$ cat config.mk
export PLATFORM = sky130hd
export DESIGN_NAME = lap_memory_ctrl
export DESIGN_NICKNAME = d
export VERILOG_FILES = /design/src/rtl/lap_pkg.sv /design/src/rtl/lap_ram.sv /design/src/rtl/lap_memory_ctrl.sv
export SDC_FILE = /design/constraint.sdc
export NUM_CORES = 1
export LEC_CHECK = 0
export ABC_CLOCK_PERIOD_IN_PS = 6700
export CAP_MARGIN = 20
export CELL_PAD_IN_SITES_DETAIL_PLACEMENT = 0
export CELL_PAD_IN_SITES_GLOBAL_PLACEMENT = 1
export CORE_MARGIN = 5
export CORE_UTILIZATION = 56
export DETAILED_ROUTE_END_ITERATION = 8
export HOLD_SLACK_MARGIN = 0.15
export MAX_ROUTING_LAYER = met4
export PLACE_DENSITY = 0.83
export SYNTH_ARGS = -nofsm -noshare
export SYNTH_HDL_FRONTEND = slang
export SYNTH_SLANG_ARGS = --single-unit
$ cat constraint.sdc
create_clock -name clock -period 6.7 [get_ports clock]
set_clock_uncertainty 0.1 [all_clocks]
set_input_delay 1.34 -clock clock [delete_from_list [all_inputs] [get_ports clock]]
set_output_delay 1.34 -clock clock [all_outputs]
set_load 0.01 [all_outputs]
$ cat src/rtl/lap_pkg.sv
// lap_pkg: shared types and constants for the lap/split memory controller.
// Contents: lap_state_t (controller states), SRC_* display-source codes,
//           bcd_time_t (eight BCD digits, hours tens in the top nibble).
package lap_pkg;
    typedef enum logic [1:0] {LIVE, HOLD, RECALL} lap_state_t;
    localparam logic [1:0] SRC_LIVE   = 2'd0;
    localparam logic [1:0] SRC_HOLD   = 2'd1;
    localparam logic [1:0] SRC_RECALL = 2'd2;
    typedef struct packed {
        logic [3:0] d_h, u_h, d_m, u_m, d_s, u_s, d_cs, u_cs;
    } bcd_time_t;
endpackage

$ cat src/rtl/lap_ram.sv
// lap_ram: DEPTH x 32 lap storage, one synchronous write port and one registered read port, no reset.
// Ports: clock; we/waddr/wdata write port; raddr read address; rdata registered read data.
module lap_ram
    import lap_pkg::*;
#(
    parameter int DEPTH = 8,
    parameter int IW    = $clog2(DEPTH)
) (
    input  logic          clock,
    input  logic          we,
    input  logic [IW-1:0] waddr,
    input  bcd_time_t     wdata,
    input  logic [IW-1:0] raddr,
    output bcd_time_t     rdata
);
    bcd_time_t mem [DEPTH];

    always_ff @(posedge clock) begin
        if (we) mem[waddr] <= wdata;
        rdata <= mem[raddr];
    end
endmodule

$ cat src/rtl/lap_memory_ctrl.sv
// lap_memory_ctrl: captures split times into a lap ring, freezes them on the display, and browses stored laps.
// Ports: clock, reset (async, active-high); tick_cs centisecond enable; run stopwatch running;
//        lap_pulse / recall_pulse / clear_pulse button events; time_in live BCD time;
//        disp_out BCD time to display; disp_src 0 live / 1 hold / 2 recall; lap_index age of recalled lap;
//        lap_count stored laps (saturating); full lap_count == DEPTH.
// Build option: define LAP_OVERWRITE_EN to let a lap taken while full overwrite the oldest entry;
//               otherwise such a lap is ignored.
module lap_memory_ctrl
    import lap_pkg::*;
#(
    parameter int DEPTH      = 8,
    parameter int HOLD_TICKS = 50
) (
    input  logic                      clock,
    input  logic                      reset,
    input  logic                      tick_cs,
    input  logic                      run,
    input  logic                      lap_pulse,
    input  logic                      recall_pulse,
    input  logic                      clear_pulse,
    input  logic [31:0]               time_in,
    output logic [31:0]               disp_out,
    output logic [1:0]                disp_src,
    output logic [$clog2(DEPTH)-1:0]  lap_index,
    output logic [$clog2(DEPTH):0]    lap_count,
    output logic                      full
);
    localparam int IW = $clog2(DEPTH);
    localparam int HW = $clog2(HOLD_TICKS + 1);
`ifdef LAP_OVERWRITE_EN
    localparam bit OVERWRITE = 1'b1;
`else
    localparam bit OVERWRITE = 1'b0;
`endif

    lap_state_t    state, state_n;
    logic [IW-1:0] wr_ptr, wr_ptr_n, idx, idx_n, rd_addr;
    logic [HW-1:0] hold_cnt, hold_n;
    logic [IW:0]   count_n;
    logic          capture, clear, can_cap;
    bcd_time_t     disp_r, disp_n, rd_data;

    always_comb begin
        state_n  = state;
        wr_ptr_n = wr_ptr;
        idx_n    = idx;
        hold_n   = hold_cnt;
        count_n  = lap_count;
        capture  = 1'b0;
        clear    = 1'b0;
        can_cap  = run && (!full || OVERWRITE);
        if (state == LIVE) begin
            if (clear_pulse && !run) clear = 1'b1;
            else if (lap_pulse && can_cap) capture = 1'b1;
            else if (recall_pulse && !run && lap_count != '0) begin
                state_n = RECALL;
                idx_n   = '0;
            end
        end else if (state == HOLD) begin
            if (lap_pulse && can_cap) capture = 1'b1;
            else if (tick_cs) begin
                state_n = (hold_cnt == HW'(HOLD_TICKS - 1)) ? LIVE : HOLD;
                hold_n  = (hold_cnt == HW'(HOLD_TICKS - 1)) ? '0 : hold_cnt + HW'(1);
            end
        end else begin
            if (clear_pulse || lap_pulse || run) begin
                clear   = clear_pulse;
                state_n = LIVE;
                idx_n   = '0;
            end else if (recall_pulse)
                idx_n = ({1'b0, idx} == lap_count - (IW+1)'(1)) ? '0 : idx + IW'(1);
        end
        if (clear) begin
            count_n  = '0;
            wr_ptr_n = '0;
        end
        if (capture) begin
            state_n  = HOLD;
            hold_n   = '0;
            wr_ptr_n = wr_ptr + IW'(1);
            count_n  = full ? lap_count : lap_count + (IW+1)'(1);
        end
        // Frozen value lives in disp_r; it only reloads on capture or outside HOLD.
        disp_n  = (state_n == HOLD && !capture) ? disp_r : bcd_time_t'(time_in);
        // Address from next-state pointers so the RAM output lines up with the RECALL cycle.
        rd_addr = wr_ptr_n - IW'(1) - idx_n;
    end

    always_ff @(posedge clock or posedge reset) begin
        if (reset) begin
            state     <= LIVE;
            wr_ptr    <= '0;
            idx       <= '0;
            hold_cnt  <= '0;
            lap_count <= '0;
            full      <= 1'b0;
            disp_r    <= '0;
        end else begin
            state     <= state_n;
            wr_ptr    <= wr_ptr_n;
            idx       <= idx_n;
            hold_cnt  <= hold_n;
            lap_count <= count_n;
            full      <= (count_n == (IW+1)'(DEPTH));
            disp_r    <= disp_n;
        end
    end

    lap_ram #(.DEPTH(DEPTH), .IW(IW)) u_ram (
        .clock (clock),
        .we    (capture),
        .waddr (wr_ptr),
        .wdata (bcd_time_t'(time_in)),
        .raddr (rd_addr),
        .rdata (rd_data)
    );

    assign disp_out  = (state == RECALL) ? rd_data : disp_r;
    assign disp_src  = (state == HOLD) ? SRC_HOLD : (state == RECALL) ? SRC_RECALL : SRC_LIVE;
    assign lap_index = idx;
endmodule

==> results of run 1 <==
cell usage in the layout, fill, tap and decap left out, types with 3 or more instances in the layout:
| cell | count |
|---|---|
| edfxtp_1 | 256 |
| clkdlybuf4s50_1 | 80 |
| mux2_2 | 66 |
| mux4_2 | 64 |
| dfrtp_1 | 51 |
| clkbuf_16 | 35 |
| dfxtp_1 | 32 |
| mux2_4 | 30 |
| nand2_1 | 16 |
| buf_4 | 16 |
| nor2_1 | 11 |
| clkbuf_1 | 11 |
| a21oi_1 | 8 |
| inv_1 | 7 |
| ha_1 | 7 |
| o21ai_0 | 6 |
| nor2_4 | 6 |
| xor2_1 | 5 |
| nand2b_1 | 5 |
| clkinv_1 | 5 |
| nor3_1 | 4 |
| xnor2_1 | 4 |
| clkinv_2 | 4 |
| nand3b_1 | 3 |
| nand3_1 | 3 |
cell families (layout without fill, tap and decap cells):
kind of cell	count (synthesis)	count (layout)	share of synthesized area, %
other	0	1	0
AOI/OAI and AO/OA	23	23	1.12
muxes	161	161	20.1
adders and majority gates	9	9	0.915
xor gates and xnor gates	10	10	0.724
buffers and inverters	38	167	1.29
DFF	339	339	73.1
and+or+nand+nor	66	66	2.68
layout make-up:
class                           count  area [sq um]  area share (%)
Clock buffer                       48           945            6.10
Multi-Input combinational cell    269          3450            22.3
Timing Repair Buffer               97           941            6.08
Antenna cell                        1          2.50          0.0162
Tap cell                          319           399            2.58
Sequential cell                   339          9600            62.0
Clock inverter                     14           116           0.751
Inverter                            8          30.0           0.194
metal layers:
| metal | part of all wire, % | routed length (um) |
|---|---|---|
| met1 | 41 | 10400 |
| met5 | 0 | 0 |
| met3 | 4.5 | 1140 |
| met2 | 53 | 13200 |
| met4 | 1.5 | 373 |
flip-flops by register name (all words and copies together), names as in the netlist:
| register | cells |
|---|---|
| lap_index | 3 |
| disp_r | 32 |
| u_ram.rdata | 32 |
| lap_count | 4 |
| wr_ptr | 3 |
| full | 1 |
| hold_cnt | 6 |
| u_ram.mem | 256 |
| state | 2 |
worst max path at each step:
stage | start | slack [ns] | depth (start not counted) | to
final | run | 1.80 | 11 | u_ram.rdata[8]
after CTS | run | 1.78 | 11 | u_ram.rdata[5]
after global routing | recall_pulse | 1.62 | 11 | u_ram.rdata[5]
after detailed placement | run | 1.30 | 11 | u_ram.rdata[10]
after global placement | run | 1.33 | 11 | u_ram.rdata[18]
after floorplan | lap_pulse | 1.92 | 4 | u_ram.mem[0][0]
per-stage QoR:
| step | instance area [sq um] | total power [mW] |
|---|---|---|
| detailed placement | 14400 | 4.70 |
| floorplan | 13100 | 4.14 |
| CTS | 15500 | 6.50 |
| global route | 15500 | 6.73 |
| global placement | 14400 | 4.64 |
| finish | 15500 | 6.41 |
power groups by stage:
stage | clock [mW] | combinational (mW) | sequential, mW
global route | 1.91 | 2.08 | 2.74
finish | 1.77 | 1.92 | 2.72
CTS | 1.82 | 1.96 | 2.72
global placement | 0 | 1.90 | 2.74
floorplan | 0 | 1.44 | 2.70
detailed placement | 0 | 1.94 | 2.75
==> results.md, run 1 <==
| Quantity | Reported |
|---|---|
| Outcome | complete, no violations |
| # Post-CTS Setup Buffers | 0 |
| Worst setup slack before clock tree synthesis | 1.30 ns |
| Height of the chip | 163 um |
| Via/cell ratio | 5.68 |
| Ys flop type | edfxtp_1 |
| Family with the most delay on the worst path | buffers and inverters |
| Worst slew pin tran | 1.01 ns |
| Clock tree from TritonCTS | done |
| Max cap viols | 0 |
| IO buf count | 80 |
| Number of primary I/O pins | 81 |
| Critical path's largest stage delay | 0.82 ns |
| Synthesis-stage register bit count | 339 |
| DP Cell Count | 1032 |
| Clk slew on worst S/H paths | 0.06 ns |
| Leading post-synthesis cells by instance count | 256 x edfxtp_1, 66 x mux2_2, 64 x mux4_2 |
| Maximum number of pins on one net before global-route repair | 52 |
| Final core utilization | 66.6% |
| Total global routing track utilization | 20.2% |
| Global-route wire length before repair | 39500 um |
| WP data required | 7.00 ns |
| Number of instances in the synthesized netlist | 646 |
| Detailed-route wire length per cell | 22.9 um |
| GR Overflow Total | 0 |
| Largest buffer count on any clock path | 3 |
| Worst skew pair latency | 0.52 ns |
| Clock tree sinks | 339 |
| CTS buffer count | 34 |
| Vias in the first global route | 6744 |
| Worst R2R End | u_ram.rdata[8] |
| Hold/Removal Path Class | reg2reg |
| Number of hold-repair buffers added at the cts stage | 0 |
| GR Util met1 | 27.0% |
| CP Max Fanout | 26 |
| Unrepaired setup endpoints after global routing | false |
| Top cells by area, synth | edfxtp_1 59%, mux4_2 11%, dfrtp_1 9.7% |
| Switching Power | 1.70 mW |
| Reg2reg setup slack | 2.06 ns |
| Top-count cell post-synth | edfxtp_1 |
| Highest clock frequency the design can meet | 204 MHz |
| Cell taking the most area after synthesis | edfxtp_1 |
| Number of distinct library cell variants in the gate-level netlist after synthesis | 47 |
| Met2 track demand over resource | 33.6% |
| Final Hold Fails | 0 |
| Cell breakdown of the critical path | clkdlybuf4s50_1 -> nor4bb_1 -> buf_4 -> nand2b_1 -> a21oi_1 -> ha_4 -> inv_1 -> fa_2 -> buf_4 -> mux4_2 -> mux2_4 |
| Final std cells w/o fill | 1095 |
| Worst hold path cell count | 1 |
| Final total negative setup slack | 0 ns |
| Area inside the core boundary | 0.0233 sq mm |
| Total detailed-routing wirelength | 25100 um |
| Most numerous cell on the critical path | buf_4 |
| Data arrival time of the critical path | 5.20 ns |
| Htree depth | 2 |
| Worst Min Path Start | disp_r[19] |
| Root Buffer | clkbuf_16 |
| Count of fill cells added during filler insertion | 1524 |
| Setup-violating endpoint count in the final report | 0 |
| Crit Path Class | in2reg |
| Setup crit end kind | flip-flop |
| Int Power | 4.71 mW |
| Worst setup margin | 1.80 ns |
| Static Leakage | 5.35 nW |
| Count of flip-flops with a built-in enable after synthesis | 256 |
| Mean cell area of the mapped netlist | 20.3 sq um |
| Switch share | 26.6% |
| Maximum vdd drop | 257 uV |
| R2R Path Start | lap_count[0] |
| Detailed Place HPWL | 14300 um |
| Final max-slew violation count | 0 |
| Placer Congestion | 0.753 |
| Fraction of synthesis flops using an asynchronous set or reset pin | 15.0% |
| Net Count, Synth | 694 |
| Via count | 6216 |
| Combinational share of power | 30.0% |
| Global-route track usage on met3 | 3.28% |
| Tcrit/Tclk final | 73.2% |
| Area of the die | 0.0266 sq mm |
| Site row count | 56 |
| Cell at the slowest stage of the critical path | fa_2 |
| Post-synth top area share | 58.5% |
| Worst hold margin | 0.401 ns |
| Busiest layer in global routing | met2 |
| Post-synthesis sequential area ratio | 73.1% |
| Hold Crit Endpoint | disp_r[19] |
| Worst slew slack as a fraction of its limit | 32.4% |
| Logic depth of the worst register-to-register path | 13 |
| DRC | 0 |
| Number of antenna violations at the first check in global routing | 1 |
| Clk pwr share | 27.7% |
| Floorplan die width | 163 um |
| P&R area growth vs syn | 17.9% |
| Startpoint types | input port |
| Fraction of layout cells with a size suffix above 1 | 31.0% |
| Number of resized instances in the post-cts repair step | 0 |
| Warnings from Yosys | 0 |
| Final Net Count | 797 |
| Effective utilization at floorplan | 56.5% |
| Sequential share of power | 42.4% |
| Drt pass-1 iters | 5 |
| Remaining antenna violation count | 0 |
| Initial drt markers | 397 |
| Worst Path Buf+Inv | 4 |
| Cell Pwr Density | 414 mW/mm^2 |
| Post-route minimum period | 4.90 ns |
| Netlist area before placement | 0.0131 sq mm |
Power figures use the tool's default switching activity.
==> run 2: changes to the inputs <==
ABC_CLOCK_PERIOD_IN_PS = 4900   (was 6700)
CORE_UTILIZATION = 52   (was 56)
PLACE_DENSITY = 0.78   (was 0.83)
clock period = 4.9 ns   (was 6.7 ns; I/O delays follow)
==> run 2 against run 1 <==
Net effect: global-route usage fell by 1.2 points; critical path depth rose by 6; total power rose by 41%; largest cell class unchanged; critical endpoint is now u_ram.rdata[31]; worst setup slack got worse by 1.3 ns; first-iteration DRC count rose by 20%; design area rose by 1.7%; via count rose by 1.6%; utilization fell by 3.7 points.
==> results.md, run 2 (synthesis results as in run 1) <==
| Quantity | Reported |
|---|---|
| Leading registers by flop count | u_ram.mem (256), disp_r (32), u_ram.rdata (32) |
| Fraction of layout cells with a size suffix above 1 | 31.6% |
| Root Buffer | clkbuf_16 |
| Remaining antenna violation count | 0 |
| Reg2reg setup slack | 0.51 ns |
| Switching Power | 2.37 mW |
| Cell breakdown of the critical path | inv_1 -> ha_1 -> xor2_1 -> or4b_1 -> a211oi_1 -> nor3b_1 -> mux2i_1 -> ha_4 -> inv_1 -> fa_2 -> nand2b_1 -> a21oi_1 -> nor3_1 -> buf_4 -> xor2_4 -> buf_4 -> mux2_2 |
| CP Max Fanout | 10 |
| Setup-violating endpoint count in the final report | 0 |
| IO buf count | 80 |
| Outcome | complete, no violations |
| Family with the most delay on the worst path | simple AND/OR/NAND/NOR gates |
| Most flop-heavy register | u_ram.mem |
| Combinational share of power | 30.6% |
| Area of the die | 0.0285 sq mm |
| Int Power | 6.67 mW |
| Htree depth | 2 |
| Switch share | 26.2% |
| Effective utilization at floorplan | 52.5% |
| Site row count | 58 |
| Via/cell ratio | 5.67 |
| Clk pwr share | 28.4% |
| Count of fill cells added during filler insertion | 1727 |
| Maximum vdd drop | 455 uV |
| Final Hold Fails | 0 |
| Unrepaired setup endpoints after global routing | false |
| Number of hold-repair buffers added at the cts stage | 0 |
| Most frequent cells in the layout | 256 x edfxtp_1, 80 x clkdlybuf4s50_1, 66 x mux2_2, 64 x mux4_2, 51 x dfrtp_1 |
| Clock tree sinks | 339 |
| Tcrit/Tclk final | 89.7% |
| DRC | 0 |
| Worst Path Buf+Inv | 4 |
| Maximum number of pins on one net before global-route repair | 39 |
| DP Cell Count | 1050 |
| Final core utilization | 62.9% |
| Worst skew pair latency | 0.50 ns |
| Final max-slew violation count | 0 |
| Vias in the first global route | 6805 |
| Height of the chip | 169 um |
| Crit Path Class | reg2reg |
| Data arrival time of the critical path | 4.68 ns |
| Worst slew slack as a fraction of its limit | 33.3% |
| Via count | 6318 |
| Area of all placed cells without fillers | 0.0158 sq mm |
| GR Overflow Total | 0 |
| Max cap viols | 0 |
| Worst slew pin tran | 1.00 ns |
| Floorplan die width | 169 um |
| Final std cells w/o fill | 1114 |
| WP data required | 5.18 ns |
| Sequential share of power | 41.0% |
| Startpoint types | flip-flop |
| Critical path's largest stage delay | 0.49 ns |
| Detailed Place HPWL | 15000 um |
| Cell at the slowest stage of the critical path | dfrtp_1 |
| Area inside the core boundary | 0.0250 sq mm |
| Final Net Count | 805 |
| Max FFs per register | 256 |
| Post-route minimum period | 4.39 ns |
| Final total negative setup slack | 0 ns |
| Hold/Removal Path Class | reg2reg |
| Total global routing track utilization | 19.0% |
| Static Leakage | 5.46 nW |
| Global-route wire length before repair | 40100 um |
| Detailed-route wire length per cell | 23.1 um |
| Clock tree from TritonCTS | done |
| Initial drt markers | 475 |
| Number of resized instances in the post-cts repair step | 0 |
| P&R area growth vs syn | 19.9% |
| Drt pass-1 iters | 6 |
| Highest clock frequency the design can meet | 228 MHz |
| Number of diodes added for antenna fixing | 0 |
| Cell Pwr Density | 574 mW/mm^2 |
| Number of primary I/O pins | 81 |
| # Post-CTS Setup Buffers | 0 |
| Setup crit end kind | flip-flop |
| CTS buffer count | 35 |
| Area post-placement | 0.0146 sq mm |
| Most common cell after layout, fill and taps aside | edfxtp_1 |
| Clk slew on worst S/H paths | 0.06 ns |
| Largest buffer count on any clock path | 3 |
| Number of antenna violations at the first check in global routing | 0 |
| Placer Congestion | 0.701 |
| Total detailed-routing wirelength | 25700 um |
run 2: changes by cell type in the layout (fill, tap and decap cells not counted), sizes merged:
cell | previous run | this run
buf | 17 | 24
bufinv | 1 | 2
clkbuf | 48 | 52
clkinv | 11 | 8
clkinvlp | 2 | 0
diode | 1 | 0
inv | 8 | 10
run 2: power groups by stage:
stage / Combinational (mW) / Clock [mW] / Sequential, mW
after CTS: 2.82 / 2.62 / 3.71
after global placement: 2.75 / 0 / 3.74
after global routing: 2.97 / 2.76 / 3.74
after floorplan: 1.97 / 0 / 3.69
after detailed placement: 2.81 / 0 / 3.76
final: 2.77 / 2.57 / 3.70
run 2: metrics by stage:
step	total power [mW]	hold slack [ns]	setup slack [ns]
after floorplan	5.66	0.375	0.480
after global placement	6.49	0.383	0.228
after detailed placement	6.57	0.390	0.218
after CTS	9.15	0.407	0.468
after global routing	9.47	0.421	0.217
final	9.04	0.404	0.505
run 2: layout make-up:
cell class	instances	area, sq um	area share (%)
Timing Repair Buffer	104	1130	7.18
Multi-Input combinational cell	269	3450	21.9
Clock inverter	12	123	0.778
Sequential cell	339	9600	61.0
Tap cell	330	413	2.62
Clock buffer	52	1000	6.35
Inverter	8	30.0	0.191
run 2: path summary, 6_finish.rpt:
path | start | to | cells after the start
max | lap_count[0] | u_ram.rdata[31] | 17
min | disp_r[11] | disp_r[11] | 1
max reg2reg | lap_count[0] | u_ram.rdata[31] | 17
min reg2reg | disp_r[11] | disp_r[11] | 1
max in group asynchronous | reset | disp_r[22] | 3
min in group asynchronous | reset | disp_r[9] | 2
run 2: metal layers:
layer	global-route usage, %	routed length (um)
met5	-	0
met4	4.09	357
met3	3.13	933
met2	31.9	13200
met1	24.9	11200
==> run 3: changes to the inputs <==
CORE_MARGIN = 2   (was 5)
==> run 3 against run 2 <==
Net effect: cell count stayed put; sequential share of layout area hardly changed; worst hold slack worse by 0.0062 ns; routed wire length is 0.62% lower; utilization is 0.19 points higher; register-to-register slack worse by 0.04 ns; first-iteration DRC count is 11% lower; largest cell class unchanged; critical endpoint unchanged; count of clock-buffer cells in the layout is 5 lower; non-clock buffer count stayed put; highest routed layer unchanged; die area is 7.0% lower; global-route usage is 1.6 points higher; sequential power hardly changed.
==> results.md, run 3 (synthesis results as in run 1) <==
| Quantity | Reported |
|---|---|
| Final std cells w/o fill | 1114 |
| Number of antenna violations at the first check in global routing | 0 |
| Startpoint types | flip-flop |
| IO buf count | 80 |
| Reg2reg setup slack | 0.46 ns |
| Most numerous cell on the critical path | inv_1 |
| Final core utilization | 63.1% |
| Height of the chip | 163 um |
| Detailed Place HPWL | 14800 um |
| Critical path's largest stage delay | 0.50 ns |
| Max cap viols | 0 |
| Tcrit/Tclk final | 90.6% |
| Effective utilization at floorplan | 52.6% |
| Remaining antenna violation count | 0 |
| WP data required | 5.19 ns |
| Startpoint of the worst setup timing path | lap_count[0] |
| Static Leakage | 5.47 nW |
| Worst slew pin tran | 1.04 ns |
| CTS buffer count | 35 |
| Setup crit end kind | flip-flop |
| Number of primary I/O pins | 81 |
| Global-route wire length before repair | 39300 um |
| Logic depth of the worst register-to-register path | 17 |
| Worst skew pair latency | 0.51 ns |
| Fraction of layout cells with a size suffix above 1 | 32.0% |
| Final max-slew violation count | 0 |
| DRC | 0 |
| Worst R2R End | u_ram.rdata[31] |
| # Post-CTS Setup Buffers | 0 |
| Drt pass-1 iters | 4 |
| Leading registers by flop count | u_ram.mem (256), disp_r (32), u_ram.rdata (32) |
| Hold/Removal Path Class | reg2reg |
| GR Overflow Total | 0 |
| Outcome | complete, no violations |
| CP Max Fanout | 17 |
| Root Buffer | clkbuf_16 |
| Crit Path Class | reg2reg |
| Number of hold-repair buffers added at the cts stage | 0 |
| Worst setup path end | u_ram.rdata[31] |
| Clock tree from TritonCTS | done |
| Unrepaired setup endpoints after global routing | false |
| Total global routing track utilization | 20.6% |
| Maximum number of pins on one net before global-route repair | 35 |
| R2R Path Start | lap_count[0] |
| Initial drt markers | 421 |
| Maximum vdd drop | 426 uV |
| Number of resized instances in the post-cts repair step | 0 |
| P&R area growth vs syn | 20.0% |
| Clk slew on worst S/H paths | 0.06 ns |
| Data arrival time of the critical path | 4.73 ns |
| Area of the die | 0.0265 sq mm |
| Htree depth | 2 |
| Final Net Count | 805 |
| Via/cell ratio | 5.65 |
| Setup-violating endpoint count in the final report | 0 |
| Cell Pwr Density | 575 mW/mm^2 |
| Worst setup slack before clock tree synthesis | 0.227 ns |
| Floorplan die width | 163 um |
| Clock tree sinks | 339 |
| Via count | 6296 |
| Cell at the slowest stage of the critical path | dfrtp_1 |
| Worst setup margin | 0.460 ns |
| Cell breakdown of the critical path | inv_1 -> ha_1 -> xor2_1 -> or4b_1 -> a211oi_1 -> nor3b_1 -> mux2i_1 -> ha_4 -> inv_1 -> fa_2 -> nand2b_1 -> a21oi_1 -> nor3_1 -> buf_4 -> xor2_4 -> buf_12 -> mux2_2 |
| Overall power | 9.06 mW |
| Max FFs per register | 256 |
| Worst slew slack as a fraction of its limit | 30.9% |
| Most common cell after layout, fill and taps aside | edfxtp_1 |
| Most frequent cells in the layout | 256 x edfxtp_1, 80 x clkdlybuf4s50_1, 66 x mux2_2, 64 x mux4_2, 51 x dfrtp_1 |
| DP Cell Count | 1050 |
| Final Hold Fails | 0 |
| Most flop-heavy register | u_ram.mem |
| Largest buffer count on any clock path | 3 |
| Total detailed-routing wirelength | 25600 um |
| Highest clock frequency the design can meet | 225 MHz |
| Final total negative setup slack | 0 ns |
| Site row count | 58 |
| Placer Congestion | 0.735 |
| Area inside the core boundary | 0.0250 sq mm |
| Detailed-route wire length per cell | 23.0 um |
| Vias in the first global route | 6780 |
| Post-route minimum period | 4.44 ns |
| Number of diodes added for antenna fixing | 0 |
## run 3: cell type report
| type | count | area, sq um |
|---|---|---|
| Clock buffer | 47 | 952 |
| Sequential cell | 339 | 9600 |
| Fill cell | 1719 | 9210 |
| Timing Repair Buffer | 104 | 1130 |
| Tap cell | 330 | 413 |
| Clock inverter | 17 | 173 |
| Inverter | 8 | 30.0 |
| Multi-Input combinational cell | 269 | 3450 |
## run 3: stage by stage
stage          area (sq um)  hold WS [ns]
2_1_floorplan         13100         0.375
3_3_place_gp          14600         0.383
3_5_place_dp          14600         0.390
4_1_cts               15800         0.404
5_1_grt               15800         0.417
6_report              15800         0.397
## run 3: critical path: cells and delay by family (launching register included)
family / cells / cell delay [ns]
compound gates: 2 / 0.57
mux: 2 / 0.66
flops: 1 / 0.50
buf+inv: 4 / 0.55
simple gates: 4 / 0.83
xor+xnor: 2 / 0.35
fa+ha+maj: 3 / 0.78
## run 3: where the power goes
part           switching, mW  leakage [nW]  internal, mW
Sequential             0.187          3.20          3.52
Combinational           1.15          1.71          1.62
Clock                   1.05         0.550          1.53
## run 3: worst min path at each step
stage | start | endpoint | depth (start not counted)
after floorplan | disp_r[8] | disp_r[8] | 1
after global placement | disp_r[11] | disp_r[11] | 1
after detailed placement | disp_r[25] | disp_r[25] | 1
after CTS | disp_r[25] | disp_r[25] | 1
after global routing | disp_r[25] | disp_r[25] | 1
final | disp_r[0] | disp_r[0] | 1
## run 3: routing by layer
layer	track usage [%]	routed length [um]
met1	27.4	11100
met2	33.7	12900
met3	3.34	1100
met4	5.31	459
met5	-	0
==> patch, RTL diff (flow settings as in run 3) <==
Set the parameter `HOLD_TICKS` to 25 (it was 50).
--- a/src/rtl/lap_memory_ctrl.sv
+++ b/src/rtl/lap_memory_ctrl.sv
@@ -10,5 +10,5 @@
 #(
     parameter int DEPTH      = 8,
-    parameter int HOLD_TICKS = 50
+    parameter int HOLD_TICKS = 25
 ) (
     input  logic                      clock,
Check against the original RTL: no difference found for any inputs over 4 cycles, from zero or initial values and one cycle with reset high; that may be too few to reach the edited logic, so the function may still have changed.
==> patch against run 3 <==
- total power shrank 0.72%
- design area shrank 1.4%
- wire length shrank 2.1%
- sequential cell count shrank 1
- area after synthesis shrank 0.65%
- worst setup slack gained 330 ps
- worst hold slack gained 4.2 ps
- clock power shrank 5%
- first-iteration DRC count grew 20%
==> patch: results (changes against run 3) <==
* Synth Net Count at 683 (was 694)
* Hold Path Class: flip-flop to flip-flop (unchanged)
* Share of layout cells above drive strength 1 at 30.9% (was 32.0%)
* Synth Area in Compound Gates at 1.31% (was 1.12%)
* FFs w/ async S/R, synth at 14.8% (was 15.0%)
* RD Place Congestion at 0.793 (was 0.735)
* Vias in the first global route at 6,749 (was 6,780)
* Status: finished clean (unchanged)
* DP Wirelength at 13,900 um (was 14,800 um)
* Yosys warns at 0 (unchanged)
* Top flop regs: u_ram.mem x256, disp_r x32, u_ram.rdata x32 (unchanged)
* Register area share after synthesis at 73.4% (was 73.1%)
* Vias/cell at 5.72 (was 5.65)
* Number of diodes at 0 (unchanged)
* Multiplexer share of the synthesized area at 20.3% (was 20.1%)
* Final #Nets at 796 (was 805)
* Wirelength per Cell at 22.8 um (was 23.0 um)
* Pre-CTS setup slack at 261 ps (was 227 ps)
* CP Data Arrival Time at 4390 ps (was 4730 ps)
* Maximum VDD drop at 0.462 mV (was 0.426 mV)
* First-pass GRT wire length at 38,800 um (was 39,300 um)
* Commonest cells post-synth: 256 x edfxtp_1, 66 x mux2_2, 64 x mux4_2 (unchanged)
* Static Leak at 5.37 nW (was 5.47 nW)
* Synth cell types at 47 (unchanged)
* Predominant post-synthesis flop cell: edfxtp_1 (unchanged)
* Initial antenna violation count at 0 (unchanged)
* Largest net degree at the start of global routing at 65 (was 35)
* Tot GR Track Use at 20.4% (was 20.6%)
* Synth Area in Adders at 0.921% (was 0.915%)
* H-tree Lvls at 2 (unchanged)
* Drt initial violations at 506 (was 421)
* TritonCTS Buffers at 35 (unchanged)
* Worst Path Max Fanout at 64 (was 17)
* XOR/XNOR Fraction of Synth Area at 0.460% (was 0.724%)
* Ranking of synthesized cells by area: edfxtp_1 59%, mux4_2 11%, dfrtp_1 9.6%, mux2_2 5.7%, dfxtp_1 4.9% (was edfxtp_1 59%, mux4_2 11%, dfrtp_1 9.7%, mux2_2 5.7%, dfxtp_1 4.9%)
* Pin slew with the least headroom to its limit at 854 ps (was 1040 ps)
## patch: cell types whose count changed in the layout (fill, tap and decap cells not counted), moves of 3 or more
cell	delta
buf_4	+3
nand3b_1	-3
nor2_1	-3
buf_12	-6
clkbuf_1	+7
clkinv_2	-5
nor2b_1	+3
## patch: per-stage QoR
| stage | hold slack [ps] | cell area (um2) | std cells |
|---|---|---|---|
| after floorplan | 375 | 13000 | 635 |
| after global placement | 384 | 14400 | 1034 |
| after detailed placement | 391 | 14400 | 1034 |
| after CTS | 404 | 15500 | 1097 |
| after global routing | 423 | 15500 | 1098 |
| final | 402 | 15500 | 1098 |
## patch: path summary, 6_finish.rpt
| kind | slack [ps] | startpoint | cells past startpoint | end |
|---|---|---|---|---|
| setup / recovery | 790 | run | 11 | u_ram.rdata[16] |
| hold / removal | 400 | disp_r[9] | 1 | disp_r[9] |
| setup reg to reg | 1070 | lap_count[0] | 13 | u_ram.rdata[16] |
| hold reg to reg | 400 | disp_r[9] | 1 | disp_r[9] |
| max in group asynchronous | 3270 | reset | 4 | lap_index[0] |
| min in group asynchronous | 650 | reset | 2 | disp_r[6] |
## patch: cells by family after synthesis
kind of cell             count (synthesis)
buffers and inverters                   34
adder cells (fa/ha/maj)                  9
flip-flops                             338
AND/OR/NAND/NOR                         59
XOR/XNOR                                 6
AO/OA/AOI/OAI                           27
multiplexers                           162
## patch: layout make-up
| type | instances | area (um2) |
|---|---|---|
| Clock buffer | 55 | 1000 |
| Clock inverter | 8 | 58.8 |
| Fill cell | 1659 | 8930 |
| Inverter | 9 | 33.8 |
| Multi-Input combinational cell | 263 | 3420 |
| Sequential cell | 338 | 9580 |
| Tap cell | 324 | 405 |
| Timing Repair Buffer | 101 | 1030 |
## patch: critical path: stages
cell and delay [ps]:
clkdlybuf4s50_1 500, or4b_1 570, a21oi_2 160, a21oi_2 70, mux2i_1 300, ha_4 170
inv_1 50, fa_2 560, buf_12 340, mux4_2 380, mux2_4 280
## patch: routing by layer
metal | track usage, % | up-vias | part of all wire, %
li1 | - | 2767 | -
met1 | 26.7 | 3296 | 43
met2 | 33.9 | 179 | 50
met3 | 3.59 | 34 | 5.5
met4 | 4.83 | 0 | 1.5
met5 | - | - | 0
## patch: power by group
part	total [W]	switching (W)	leakage [nW]	internal (W)
clock	0.00246	0.00100	0.513	0.00146
sequential	0.00371	0.000186	3.19	0.00352
combinational	0.00283	0.00119	1.67	0.00164
